## config.mk

```make
export PLATFORM = sky130hd
export DESIGN_NAME = wb_regfile_scoreboard
export DESIGN_NICKNAME = d
export VERILOG_FILES = /design/src/rtl/wb_regfile_scoreboard.sv
export SDC_FILE = /design/constraint.sdc
export NUM_CORES = 2
export LEC_CHECK = 0
export BUFFER_PORTS_ARGS = -buffer_cell sky130_fd_sc_hd__buf_2
export CAP_MARGIN = 20
export CORE_MARGIN = 1
export CORE_UTILIZATION = 42
export DETAILED_ROUTE_END_ITERATION = 6
export SYNTH_ARGS = -nofsm -noshare
export SYNTH_HDL_FRONTEND = slang
export SYNTH_SLANG_ARGS = --single-unit
```

## constraint.sdc

```tcl
create_clock -name clk -period 2.5 [get_ports clk]
set_clock_uncertainty 0.15 [all_clocks]
set_input_delay 0 -clock clk [delete_from_list [all_inputs] [get_ports clk]]
set_output_delay 0 -clock clk [all_outputs]
set_load 0.03 [all_outputs]
```

## src/rtl/wb_regfile_scoreboard.sv

```systemverilog
// Writeback end of the pipeline: architectural register file with
// same-cycle WB bypass, plus per-register in-flight write counters for ID.
module wb_regfile_scoreboard #(
   parameter int XLEN = 32,
   parameter int NREG = 32,
   parameter int AW   = 5,
   parameter int CNTW = 2
) (
   input  logic            clk,
   input  logic            rstn,
   input  logic            issue_valid,
   input  logic            issue_wr,
   input  logic [AW-1:0]   issue_rd,
   output logic            issue_ready,
   input  logic            flush,
   input  logic            wb_RFWr,
   input  logic [AW-1:0]   wb_rd,
   input  logic [XLEN-1:0] wb_data,
   input  logic [AW-1:0]   rs1_addr,
   input  logic [AW-1:0]   rs2_addr,
   output logic [XLEN-1:0] rs1_data,
   output logic [XLEN-1:0] rs2_data,
   output logic            rs1_busy,
   output logic            rs2_busy,
   output logic            err_underflow
);

   localparam logic [CNTW-1:0] CNT_MAX = '1;

   logic [XLEN-1:0] regs_q [NREG];
   logic [CNTW-1:0] cnt_q  [NREG];
   logic [CNTW-1:0] cnt_d  [NREG];
   logic            err_q, err_d;
   logic            wb_en, inc, dec;

   assign wb_en = wb_RFWr && (wb_rd != '0);

   // The stall looks only at the current count, so a same-cycle retire never
   // reaches the ready path.
   assign issue_ready = !(issue_valid && issue_wr && (issue_rd != '0) &&
                          (cnt_q[issue_rd] == CNT_MAX));
   assign inc = issue_valid && issue_wr && issue_ready && (issue_rd != '0);
   assign dec = wb_en && (cnt_q[wb_rd] != '0);

   // Retire with nothing pending; a WB landing in the flush cycle is exempt.
   assign err_d = wb_en && (cnt_q[wb_rd] == '0) && !flush;

   function automatic logic [XLEN-1:0] read_port(input logic [AW-1:0] addr);
      logic [XLEN-1:0] data;
      data = '0;
      if (addr == '0)                      data = '0;
      else if (wb_RFWr && (wb_rd == addr)) data = wb_data;
      else                                 data = regs_q[addr];
      return data;
   endfunction

   // The final retiring write is served by the bypass, so it no longer stalls.
   function automatic logic busy_of(input logic [AW-1:0] addr);
      return (addr != '0) && (cnt_q[addr] != '0) &&
             !(dec && (wb_rd == addr) && (cnt_q[addr] == CNTW'(1)));
   endfunction

   assign rs1_data      = read_port(rs1_addr);
   assign rs2_data      = read_port(rs2_addr);
   assign rs1_busy      = busy_of(rs1_addr);
   assign rs2_busy      = busy_of(rs2_addr);
   assign err_underflow = err_q;

   // NOTE: every cnt_d entry is assigned a default before any condition, so
   // this block can never infer a latch.
   always_comb begin
      for (int i = 0; i < NREG; i++) begin
         cnt_d[i] = cnt_q[i];
         if (flush) begin
            cnt_d[i] = '0;
         end else begin
            if (inc && (issue_rd == AW'(i)) && !(dec && (wb_rd == AW'(i))))
               cnt_d[i] = cnt_q[i] + CNTW'(1);
            else if (dec && (wb_rd == AW'(i)) && !(inc && (issue_rd == AW'(i))))
               cnt_d[i] = cnt_q[i] - CNTW'(1);
         end
      end
   end

   // NOTE: the register file must clear on reset, so it is built from flops
   // with a reset loop rather than left as an uninitialised RAM.
   always_ff @(posedge clk or negedge rstn) begin
      if (!rstn) begin
         for (int i = 0; i < NREG; i++) begin
            regs_q[i] <= '0;
            cnt_q[i]  <= '0;
         end
         err_q <= 1'b0;
      end else begin
         // NOTE: non-blocking assignments keep every read in this block on
         // the pre-edge values, matching the combinational next-state logic.
         if (wb_en) regs_q[wb_rd] <= wb_data;
         for (int i = 0; i < NREG; i++) cnt_q[i] <= cnt_d[i];
         err_q <= err_d;
      end
   end

endmodule
```

==> results.toml <==
[placed_design]
io_buffers = 125
hpwl_mm = 116
globalplace.congestion = 0.891

[yosys]
async_flop_share = 1.00
yosysWarnings = 0
syn-cell-area_um2 = 60300
synth-edff-count = 0
synth_nets = 4109
syn_inst = 4051
yosys_register_bits = 1089
avgSynthCellArea_um2 = 14.9
synth_cell_types = 53
ys_seq_area_frac = 0.452
ys.flop_type = "dfrtp_1"

[critical_path]
r2r_cells = 9
slowest_stage = "mux4_2"
crit_fanout = 7
required_ns = 2.35
critPathKind = "reg2out"
critPathTopFamily = "multiplexers"
path_depth = 7
crit_chain = "buf_6 -> mux4_2 -> mux4_2 -> mux2_4 -> o31ai_4 -> a21oi_2 -> buf_6"
critPathCaptureType = "output port"
cp.arrival_ns = 2.89
critPathBufInv = 2
cp-start-kind = "flop"
cpPeakStageDelay_ns = 0.51

[global_route]
grt_pass1_vias = 40800
antenna_found_initial = 1
grt_max_degree = 102
met3_usage = 0.0381
track_usage = 0.263
grtUsageMet2 = 0.428
grt_pass1_wl_mm = 283
met1_usage = 0.365
grt_remaining_overflow = 0
top_usage_layer = "met2"

[sta]
setup_viol = 72
worst-slew-pin-transition_ns = 0.871
fmax_mhz = 329
hold_slack_ns = 0.0643
worst_slack_ns = -0.535
slew_viol_final = 0
relSlewSlack = 0.419
rsz0062_at_grt = "yes"
post-route-period-util = 1.21
finalCriticalPeriod_ns = 3.04
finalSetupTns_ns = -17.32
finalHoldViolCount = 0

[floorplan]
die_h_um = 381
rows = 138
ios = 126
initial_core_util = 0.425
coreArea_um2 = 142000
die_w_um = 381
dieArea_um2 = 145000

[route]
via_per_inst = 6.31
route.vias.total = 39700
wire_per_inst_um = 30.1
first_pass_iters = 6
drc = 0
drtIter0Drc = 3713
antenna_left = 0
finalWirelength_mm = 189

[power_and_ir_drop]
irDropWorstVdd_v = 0.000549
p_leak_nw = 30.6
pwr_density_cell_nw_per_um2 = 739

[cells_and_area]
syn_to_final_growth_pct = 19.7
drive_above_1_share = 0.575
num-nets-final = 4350

[clock_tree]
root_buffer = "clkbuf_16"
numCtsBuffers = 118
clk_pin_slew_ns = 0.07
cts_tree = "built"
max-clock-path-buffers = 3
clock_latency_ns = 0.75
cts_sinks = 1089
htree_levels = 3

[outcome]
violations = "setup timing"
status = "complete, but fails checks"

[worst_hold_path]
hold-path-cell-count = 3
hold_class = "in2reg"

[job]
timing.max_cap.violations = 0
## per-stage QoR
step / power, mW / cell area, µm² / instances / util / setup slack (ns)
global route: 55.6 / 72200 / 6284 / 0.508 / -0.577
global placement: 34.6 / 66000 / 5962 / 0.465 / -0.0836
finish: 53.3 / 72200 / 6285 / 0.509 / -0.535
CTS: 53.5 / 71500 / 6265 / 0.504 / -0.555
floorplan: 31.1 / 60300 / 4051 / - / 0.0530
detailed placement: 34.9 / 66000 / 5962 / 0.465 / -0.0563
## layer usage
| layer | vias to the layer above | share of wire |
|---|---|---|
| met1 | 21700 | 0.42 |
| met2 | 1403 | 0.49 |
| met4 | 2 | 0.032 |
| li1 | 16200 | - |
| met5 | - | 0.000042 |
| met3 | 325 | 0.059 |
## synthesized netlist by cell type (3+ instances only)
cell type	number	area (µm²)
a211oi_1	87	653
a21o_1	12	90.1
a21oi_1	50	250
a31oi_1	8	50.1
and2_1	6	37.5
and3_1	13	81.3
and3b_1	5	43.8
buf_1	66	248
buf_2	106	531
clkbuf_1	280	1050
dfrtp_1	1089	27300
inv_1	13	48.8
mux2_2	962	10800
mux2i_1	88	881
mux4_2	669	15100
nand2_1	162	608
nand2b_1	4	25.0
nand3_1	26	130
nand3b_1	5	37.5
nand4_1	23	144
nor2_1	136	510
nor2b_1	21	131
nor3_1	33	165
nor3b_1	9	67.6
nor4_1	16	100
nor4b_1	3	26.3
o2111ai_1	3	26.3
o21ai_0	43	215
o22ai_1	3	18.8
o311ai_0	3	26.3
o31ai_1	7	52.6
or3_1	8	50.1
or4_1	5	37.5
xnor2_1	52	455
xor2_1	11	96.3
## area by class of cell
cell class / instances / area, µm²
diodes: 1 / 2.50
clock buffers: 180 / 3480
clock inverters: 42 / 472
fillers: 11900 / 69800
inverters: 14 / 52.6
multi-input cells: 2494 / 32300
flip-flops and latches: 1089 / 27300
well taps: 1890 / 2360
repair buffers: 575 / 6240
## worst reg2reg max path: cells and delay by family, from the launching register on
family | cells | cell delay [ns]
and+or+nand+nor | 3 | 0.53
xor gates and xnor gates | 1 | 0.15
DFF | 1 | 0.46
muxes | 1 | 0.48
buffers and inverters | 2 | 0.28
AOI/OAI and AO/OA | 2 | 0.48
## timing repair
action | 4_1_cts | 5_1_grt
buffers inserted | 30 | 23
cloned | 0 | 1
gates resized for setup | 210 | 107
hold endpoints to repair | 2146 | 0
pin swaps | 67 | 50
hold buffers | 70 | 0
setup endpoints to repair | 70 | 137
## report_power, final
| part | internal, mW | switching (mW) | total (mW) |
|---|---|---|---|
| sequential | 20.8 | 2.24 | 23.0 |
| clock | 10.3 | 7.60 | 17.9 |
| combinational | 7.51 | 4.91 | 12.4 |
## logic make-up after synthesis
kind of cell           share of synthesized area
multiplexers                               0.444
buffers and inverters                     0.0315
XOR/XNOR                                 0.00994
AND/OR/NAND/NOR                           0.0369
AO/OA/AOI/OAI                             0.0254
flip-flops                                 0.452
## final timing paths
kind	start	to	slack, ns
worst min register to register	regs_q[1008]	regs_q[1008]	0.24
worst max-delay path	cnt_q[52]	rs2_busy	-0.54
worst max register to register	cnt_q[10]	cnt_q[30]	-0.08
min in group asynchronous	rstn	regs_q[565]	0.41
worst min-delay path	wb_data[7]	regs_q[711]	0.06
max in group asynchronous	rstn	regs_q[239]	1.21
## layout by cell type, fill, tap and decap left out, types with 14 or more instances in the layout
cell / instances
a211oi_2: 52
buf_12: 129
nand2_1: 144
mux2i_1: 62
nor2b_1: 21
nor3_1: 28
mux2i_4: 15
nand2_4: 14
a21oi_1: 35
nor2_1: 122
dfrtp_1: 1067
clkinv_2: 23
o21ai_0: 38
buf_4: 280
a211oi_1: 27
dlygate4sd3_1: 67
mux4_2: 669
xnor2_1: 47
nand4_1: 23
mux2_2: 960
buf_2: 46
dfrtp_2: 22
clkbuf_8: 30
clkbuf_1: 33
buf_6: 40
nand3_1: 22
clkbuf_16: 119
## state kept, by name (all words and copies together) (netlist names)
name,flops
cnt_q,64
regs_q,1024
err_underflow,1
(Power assumes the default switching activity.)
